--- src/rtl/axis_ins_pkg.sv ---
// Shared types and keep/count helpers for the AXI-Stream header inserter.
// Helpers work on a 16-bit keep (largest supported beat) and callers
// size-cast to their own byte width.
package axis_ins_pkg;

  localparam int MAX_B = 16;
  localparam int CNT_W = 5;

  typedef logic [CNT_W-1:0] cnt_t;
  typedef logic [MAX_B-1:0] keep_t;

  typedef enum logic [1:0] {
    IDLE   = 2'd0,
    HDR    = 2'd1,
    STREAM = 2'd2,
    FLUSH  = 2'd3
  } state_e;

  // Number of set bits in a keep vector.
  function automatic cnt_t keep_to_count(input keep_t keep);
    cnt_t n;
    n = '0;
    for (int i = 0; i < MAX_B; i++) begin
      n = n + cnt_t'(keep[i]);
    end
    return n;
  endfunction

  // n ones packed at the low end.
  function automatic keep_t count_to_keep_low(input cnt_t n);
    logic [MAX_B:0] one;
    logic [MAX_B:0] t;
    one = {{MAX_B{1'b0}}, 1'b1};
    t   = (one << n) - one;
    return t[MAX_B-1:0];
  endfunction

  // n ones packed at the top of a b-byte beat.
  function automatic keep_t count_to_keep_high(input cnt_t n, input cnt_t b);
    return count_to_keep_low(n) << (b - n);
  endfunction

endpackage

--- src/rtl/axis_byte_packer.sv ---
// Combinational byte merge: prepends the H carried bytes to the incoming beat,
// extracts the H bytes that spill into the next beat, and forms the tail beat.
module axis_byte_packer
  import axis_ins_pkg::*;
#(
  parameter int DATA_WD = 32
) (
  input  logic [DATA_WD-1:0]   carry_i,
  input  logic [DATA_WD-1:0]   data_i,
  input  logic [DATA_WD/8-1:0] keep_i,
  input  cnt_t                 hcnt_i,
  output logic [DATA_WD-1:0]   merged_o,
  output logic [DATA_WD-1:0]   carry_next_o,
  output logic [DATA_WD-1:0]   flush_o
);

  localparam int   B     = DATA_WD / 8;
  localparam cnt_t B_CNT = cnt_t'(B);

  logic [DATA_WD-1:0] data_m;
  logic [DATA_WD-1:0] low_mask;
  logic [CNT_W+2:0]   sh_dat;
  logic [CNT_W+2:0]   sh_hdr;

  // Invalid input bytes are forced to zero so they never leak into outputs.
  genvar gi;
  generate
    for (gi = 0; gi < B; gi++) begin : g_mask
      assign data_m[gi*8 +: 8] = data_i[gi*8 +: 8] & {8{keep_i[gi]}};
    end
  endgenerate

  // A shift equal to the full width yields zero, which covers H=0 and H=B.
  assign sh_dat   = {hcnt_i, 3'b000};
  assign sh_hdr   = {B_CNT - hcnt_i, 3'b000};
  assign low_mask = ~({DATA_WD{1'b1}} << sh_dat);

  assign merged_o     = (carry_i << sh_hdr) | (data_m >> sh_dat);
  assign carry_next_o = data_m & low_mask;
  assign flush_o      = carry_i << sh_hdr;

endmodule

--- src/rtl/axis_insert_header_p.sv ---
// Inserts a 0..B byte header in front of an AXI-Stream packet, realigning
// the payload bytes behind it. Output beats are registered (one-cycle latency).
module axis_insert_header_p
  import axis_ins_pkg::*;
#(
  parameter int DATA_WD      = 32,
  parameter int DATA_BYTE_WD = DATA_WD / 8
) (
  input  logic                    clk,
  input  logic                    rst_n,
  input  logic                    valid_in,
  output logic                    ready_in,
  input  logic [DATA_WD-1:0]      data_in,
  input  logic [DATA_BYTE_WD-1:0] keep_in,
  input  logic                    last_in,
  output logic                    valid_out,
  input  logic                    ready_out,
  output logic [DATA_WD-1:0]      data_out,
  output logic [DATA_BYTE_WD-1:0] keep_out,
  output logic                    last_out,
  input  logic                    valid_insert,
  output logic                    ready_insert,
  input  logic [DATA_WD-1:0]      header_insert,
  input  logic [DATA_BYTE_WD-1:0] keep_insert
);

  localparam int   B     = DATA_BYTE_WD;
  localparam cnt_t B_CNT = cnt_t'(B);

  state_e             state_q, state_d;
  logic [DATA_WD-1:0] carry_q, carry_d;
  cnt_t               hcnt_q, hcnt_d;
  cnt_t               fcnt_q, fcnt_d;
  logic               valid_out_q, valid_out_d;
  logic [DATA_WD-1:0] data_out_q, data_out_d;
  logic [B-1:0]       keep_out_q, keep_out_d;
  logic               last_out_q, last_out_d;

  logic               can_load;
  cnt_t               hdr_cnt;
  cnt_t               lin;
  cnt_t               room;
  logic [DATA_WD-1:0] hdr_mask;
  logic [DATA_WD-1:0] merged;
  logic [DATA_WD-1:0] carry_next;
  logic [DATA_WD-1:0] flush_data;

  axis_byte_packer #(.DATA_WD(DATA_WD)) u_packer (
    .carry_i      (carry_q),
    .data_i       (data_in),
    .keep_i       (keep_in),
    .hcnt_i       (hcnt_q),
    .merged_o     (merged),
    .carry_next_o (carry_next),
    .flush_o      (flush_data)
  );

  // Output slot is free when empty or being drained this cycle.
  assign can_load     = !valid_out_q || ready_out;
  assign ready_insert = rst_n && (state_q == IDLE);
  assign ready_in     = rst_n && ((state_q == HDR) || (state_q == STREAM)) && can_load;

  assign hdr_cnt  = keep_to_count(keep_t'(keep_insert));
  assign hdr_mask = ~({DATA_WD{1'b1}} << {hdr_cnt, 3'b000});
  assign lin      = keep_to_count(keep_t'(keep_in));
  assign room     = B_CNT - hcnt_q;

  assign valid_out = valid_out_q;
  assign data_out  = data_out_q;
  assign keep_out  = keep_out_q;
  assign last_out  = last_out_q;

  // Next-state and next-output-beat decode.
  always_comb begin
    state_d     = state_q;
    carry_d     = carry_q;
    hcnt_d      = hcnt_q;
    fcnt_d      = fcnt_q;
    valid_out_d = valid_out_q && !ready_out;
    data_out_d  = data_out_q;
    keep_out_d  = keep_out_q;
    last_out_d  = last_out_q;
    case (state_q)
      IDLE: begin
        if (valid_insert && ready_insert) begin
          carry_d = header_insert & hdr_mask;
          hcnt_d  = hdr_cnt;
          state_d = HDR;
        end
      end
      HDR, STREAM: begin
        if (valid_in && ready_in) begin
          data_out_d  = merged;
          carry_d     = carry_next;
          valid_out_d = 1'b1;
          keep_out_d  = '1;
          last_out_d  = 1'b0;
          state_d     = STREAM;
          if (last_in) begin
            if (lin <= room) begin
              keep_out_d = B'(count_to_keep_high(hcnt_q + lin, B_CNT));
              last_out_d = 1'b1;
              state_d    = IDLE;
            end else begin
              // Tail bytes remain in the carry and go out in one extra beat.
              fcnt_d  = lin - room;
              state_d = FLUSH;
            end
          end
        end
      end
      FLUSH: begin
        if (can_load) begin
          data_out_d  = flush_data;
          keep_out_d  = B'(count_to_keep_high(fcnt_q, B_CNT));
          last_out_d  = 1'b1;
          valid_out_d = 1'b1;
          state_d     = IDLE;
        end
      end
      default: state_d = IDLE;
    endcase
  end

  // FSM state register.
  always_ff @(posedge clk or negedge rst_n) begin
    if (!rst_n) begin
      state_q <= IDLE;
    end else begin
      state_q <= state_d;
    end
  end

  // Carry and registered output beat.
  always_ff @(posedge clk or negedge rst_n) begin
    if (!rst_n) begin
      carry_q     <= '0;
      hcnt_q      <= '0;
      fcnt_q      <= '0;
      valid_out_q <= 1'b0;
      data_out_q  <= '0;
      keep_out_q  <= '0;
      last_out_q  <= 1'b0;
    end else begin
      carry_q     <= carry_d;
      hcnt_q      <= hcnt_d;
      fcnt_q      <= fcnt_d;
      valid_out_q <= valid_out_d;
      data_out_q  <= data_out_d;
      keep_out_q  <= keep_out_d;
      last_out_q  <= last_out_d;
    end
  end

endmodule

--- config.mk ---
export PLATFORM = sky130hd
export DESIGN_NAME = axis_insert_header_p
export DESIGN_NICKNAME = d
export VERILOG_FILES = /design/src/rtl/axis_ins_pkg.sv /design/src/rtl/axis_byte_packer.sv /design/src/rtl/axis_insert_header_p.sv
export SDC_FILE = /design/constraint.sdc
export NUM_CORES = 1
export LEC_CHECK = 0
export ABC_AREA = 1
export CAP_MARGIN = 30
export CORE_MARGIN = 1
export CORE_UTILIZATION = 45
export CTS_CLUSTER_SIZE = 8
export DETAILED_ROUTE_END_ITERATION = 6
export DONT_BUFFER_PORTS = 1
export GPL_TIMING_DRIVEN = 1
export PLACE_DENSITY = 0.71
export SYNTH_ARGS = -nofsm -noshare
export SYNTH_HDL_FRONTEND = slang
export SYNTH_SLANG_ARGS = --single-unit
--- constraint.sdc ---
create_clock -name clk -period 2.5 [get_ports clk]
set_input_delay 0.75 -clock clk [delete_from_list [all_inputs] [get_ports clk]]
set_output_delay 0.75 -clock clk [all_outputs]
set_load 0.1 [all_outputs]
== Yosys cells after proc, flatten, opt, wreduce, memory -nomap -nowiden ==
Cells that the tools add are included.
Storage, ports and cells
  flip-flop bits (word level): 82
  bits in latches: 0
  memory bits (writable): 0
  bits in read-only memories: 0
  bits of input ports: 78
  output and inout port bits: 40
  memories: 0
Operators by class
  add/sub/neg operators: 13
  $mul: 0
  divide/modulo/power cells: 0
  $lt $le $gt $ge: 1
  eq/ne operators: 6
  shift operators: 8
  multiplexer cells: 25
  bitwise logic cells: 10
  reduce and logical (&&, ||, !) cells: 19
Operators with widths (count)
  $mux 32: 4
  $pmux 32 s2: 2
  $and 32x32->32: 2
  $not 32->32: 2
  $and 8x8->8: 4
  $or 32x32->32: 1
  $shl 1x5->16 const A: 2
  $shl 16x5->4: 2
  $shl 32x7->32 const A: 1
  $shl 32x8->32: 1
  $shl 32x8->32 const A: 1
  $shr 32x8->32: 1
  $sub 16x1->16 const B: 2
  $mux 4: 4
  $sub 3x5->5 const A: 3
  $mux 2: 5
  $reduce_and 3->1: 3
  $add 3x1->4: 2
  $pmux 4 s2: 1
  $add 2x1->3: 2
  $logic_and 1x1->1: 6
  $mux 1: 6
  $pmux 2 s3: 1
  $add 5x4->5: 1
  other kinds (16): 23

== Logic depth before layout (Yosys ltp) ==
  depth after elaboration: 11
  depth in mapped cells: 23
  depth with buffers taken out: 21

== Modules after synthesis ==
From an unflattened synthesis, not the netlist that was laid out.
Second synthesis, totals
  cells, all modules: 1124
  area, all modules: 7255.7 um2
By module, submodules not included
  axis_insert_header_p: instances 1, cells each 611, area each 4857.2 um2, sequential area each 2001.9 um2
  axis_byte_packer: instances 1, cells each 513, area each 2398.6 um2, sequential area each 0.0 um2

== Worst setup path after synthesis ==
Ideal clock, no wire load.
  path kind: in2reg
  start point: input port keep_in[3]
  end point: register keep_out_q[3] (netlist: keep_out[3])
  library setup time: 78 ps
  data arrival time: 3943 ps
  required time: 2422 ps
  path slack: -1521 ps
  cell stages on the path: 20
  buffers on the path: 2
  cell sequence: clkbuf_1 buf_2 inv_1 fa_1 inv_1 ha_1 ha_1 inv_1 fa_1 nand2_1 inv_1 nand3_1 ha_1 inv_1 nand3_1 nand3_1 nand2_1 nor2_1 nor2_1 a21oi_1
Between the ends
  cells in the longest elaborated chain, start to end: 9
RTL lines
  start: declaration: RTL line axis_insert_header_p.sv:14  | input logic [DATA_BYTE_WD-1:0] keep_in,
  $add 3x1->4 *: RTL line axis_ins_pkg.sv:24  | n = n + cnt_t'(keep[i]);
  $add 5x4->5: RTL line axis_insert_header_p.sv:101  | keep_out_d = B'(count_to_keep_high(hcnt_q + lin, B_CNT));
  $shl 1x5->16: RTL line axis_ins_pkg.sv:34  | t = (one << n) - one;
  $sub 16x1->16: RTL line axis_ins_pkg.sv:34
  $shl 16x5->4: RTL line axis_ins_pkg.sv:40  | return count_to_keep_low(n) << (b - n);
  $mux 4 *: RTL line axis_insert_header_p.sv:100  | if (lin <= room) begin
  $mux 4 *: RTL line axis_insert_header_p.sv:99  | if (last_in) begin
  $mux 4 *: RTL line axis_insert_header_p.sv:92  | if (valid_in && ready_in) begin
  $pmux 4 s2 *: RTL line axis_insert_header_p.sv:83  | case (state_q)
  end signal: assignment: RTL line axis_insert_header_p.sv:150  | keep_out_q <= keep_out_d;
  end: declaration: RTL line axis_insert_header_p.sv:36  | logic [B-1:0] keep_out_q, keep_out_d;
Mark *: on every way between the ends. The rest lies on a longest branch, timed or not. The select of a mux whose other input is x is not followed.
A chain may end at the register's enable or synchronous reset.

== Worst setup path in the final report ==
  start point: input port keep_in[0]
  end point: register keep_out_q[2] (netlist: keep_out[2])
Between the ends
  cells in the longest elaborated chain, start to end: 11
RTL lines (RTL line)
  $add 1x1->2 *: axis_ins_pkg.sv:24
  $add 2x1->3 *: axis_ins_pkg.sv:24
  $add 3x1->4 *: axis_ins_pkg.sv:24
  $add 5x4->5: axis_insert_header_p.sv:101
  $shl 1x5->16: axis_ins_pkg.sv:34
  $sub 16x1->16: axis_ins_pkg.sv:34
  $shl 16x5->4: axis_ins_pkg.sv:40
  $mux 4 *: axis_insert_header_p.sv:100
  $mux 4 *: axis_insert_header_p.sv:99
  $mux 4 *: axis_insert_header_p.sv:92
  $pmux 4 s2 *: axis_insert_header_p.sv:83
Marked as above.

==> impl_metrics.json <==
{
  "outcome": "complete, but fails checks",
  "violations": "negative setup slack",
  "grt_overflow": 0,
  "cp-end-kind": "flop",
  "io_buffer_count": 0,
  "synth_top_area_share": 0.351,
  "finClkSkew_ns": 0.00583,
  "dp_cells": 1032,
  "netlist_top_cells_area": "dfrtp_1 35%, nand2_1 16%, inv_1 6.6%",
  "drt_iter0_drc": 519,
  "synth_common_cells": "246 x nand2_1, 100 x inv_1, 80 x dfrtp_1",
  "via_per_inst": 5.43,
  "avgSynthCellArea_um2": 6.93,
  "htree_levels": 3,
  "maxSlewHeadroom": 0.316,
  "core_um2": 12200,
  "finalCritPeriodShare": 1.26,
  "holdBufCountCts": 0,
  "hpwl_um": 13600,
  "clock_path_buffers": 2,
  "min_period_ns": 3.15,
  "synth_area_leader_cell": "dfrtp_1",
  "cts.sinks": 80,
  "ys_warn_count": 0,
  "synth_edf_count": 0,
  "grt_max_degree": 84,
  "syn_inst": 823,
  "setup_violations": 12,
  "grt_first_pass_wirelength_um": 27600,
  "antenna_left": 0,
  "r2r_start": "hcnt_q[1]",
  "slowest_stage": "fa_2",
  "path_cells": "inv_1, fa_1, inv_2, ha_4, ha_4, inv_4, fa_2, nand2_2, inv_2, nand3_2, ha_4, inv_4, o2111ai_4, a21oi_2, nor2_1, a21oi_1",
  "rsz0062_at_grt": "true",
  "row_count": 40,
  "async_reset_ff_frac": 1.00,
  "critPathLaunch": "keep_in[0]",
  "design.die.area_um2": 13100,
  "ys.flop_type": "dfrtp_1",
  "max_cap_viol_count": 0,
  "cp_top_family": "adder cells",
  "ys_ff_latch": 80,
  "clock-root-buffer": "clkbuf_16",
  "final_core_util": 0.569,
  "wl_per_cell_um": 16.8,
  "setup.worst_path.class": "in -> reg",
  "syn_nets": 930,
  "n_antenna_cell": 0,
  "cp.arrival_ns": 3.37,
  "route.detailed.drc": 0,
  "initial_utilization": 0.469,
  "ys_seq_area_frac": 0.351,
  "antenna_found_initial": 0,
  "clk_latency_ns": 0.34,
  "cts_made_buffers": 9,
  "ys_types": 37,
  "die_h_um": 115,
  "grt_util_all_layers": 0.277,
  "path_max_fanout": 9,
  "stdcell_count": 1053,
  "vias": 5717,
  "final_nets": 987,
  "die_w_um": 115,
  "pin_count": 118,
  "max_freq_mhz": 318,
  "worstMarginPinSlew_ns": 1.02,
  "place_congestion": 0.967,
  "holdWs_ns": 0.101,
  "critPathMostFrequentCell": "ha_4",
  "finalHoldViolations": 0,
  "first_global_vias": 5217,
  "worst_setup_path_start_kind": "primary input",
  "tritoncts": "yes",
  "cts.clk_slew.worst_paths_ns": 0.06,
  "setup_ws_ns": -0.648,
  "finalWirelength_um": 17600,
  "dr.pass1.iters": 5,
  "netlist_area_um2": 5700,
  "report.final.slew_viol_count": 0,
  "required_ns": 2.72,
  "yosysMostFrequentCell": "nand2_1",
  "synthToLayoutAreaGrowth_pct": 21.3,
  "drive_gt1_frac": 0.185,
  "min_path_type": "in -> async",
  "critical_path_buf_inv_count": 5,
  "critPathMaxStageDelay_ns": 0.56
}
[layout make-up]
cell class,instances,area [um^2]
Fill cell,1151,5240
Clock inverter,6,50.0
Tap cell,168,210
Sequential cell,80,2000
Timing Repair Buffer,86,699
Multi-Input combinational cell,598,3310
Inverter,105,405
Clock buffer,10,239
[through the flow]
step / area (um^2) / setup WS (ns) / TNS [ns]
6_report: 6920 / -0.648 / -4.75
5_1_grt: 6920 / -0.832 / -5.94
4_1_cts: 6840 / -0.679 / -4.26
3_5_place_dp: 6470 / -1.11 / -9.35
3_3_place_gp: 6470 / -1.04 / -8.57
2_1_floorplan: 5810 / -1.18 / -7.74
[layer usage]
metal  global-route usage  part of all wire  vias to the layer above  wire [um]
met5                    0                 0                        -          0
met4               0.0779             0.018                        0        325
met3               0.0588              0.10                       21       1810
met2                0.407              0.43                      274       7570
met1                0.411              0.45                     2587       7930
li1                     -                 -                     2835          -
[sequential cells by signal, summed over array words and instances, names as in the netlist]
name       count
hcnt_q         3
valid_out      1
fcnt_q         5
state_q        2
last_out       1
keep_out       4
carry_q       32
data_out      32
[layout by cell type, fill, tap and decap left out, types with 9 or more instances in the layout]
cell,synthesis,layout
o21ai_1,9,11
o22ai_1,32,31
nand3_1,51,49
o211ai_1,11,11
o21ai_0,52,47
buf_4,2,81
nand4_1,9,9
inv_1,100,91
nor2_1,68,66
dfrtp_1,80,79
ha_1,25,17
clkbuf_16,0,9
inv_2,5,10
nand2_1,246,239
a21oi_1,20,17
a31oi_1,28,28
a22oi_1,11,11
[worst paths after layout]
path | endpoint | slack, ns | depth (start not counted)
max in group asynchronous | data_out[24] | 2.26 | 0
max reg2reg | fcnt_q[4] | 0.05 | 11
max | keep_out[2] | -0.65 | 16
min reg2reg | carry_q[29] | 0.48 | 2
min in group clk | carry_q[29] | 0.48 | 2
min | valid_out | 0.10 | 0
[cells by family (layout without fill, tap and decap cells)]
family / count (synthesis) / count (layout) / share of synthesized area
fa+ha+maj: 29 / 29 / 0.0689
xor+xnor: 1 / 1 / 0.00154
simple gates: 394 / 394 / 0.292
buf+inv: 145 / 207 / 0.103
compound gates: 168 / 168 / 0.174
mux: 6 / 6 / 0.0105
flops: 80 / 80 / 0.351
[what timing repair did]
| item | in CTS | in global routing |
|---|---|---|
| gates resized for setup | 13 | 17 |
| pin swaps | 16 | 15 |
| buffers inserted | 5 | 2 |
| endpoints found under the setup margin | 12 | 13 |
Power is not shown: default switching activity piles up to over one toggle a cycle in this logic, so the estimate is an artifact.
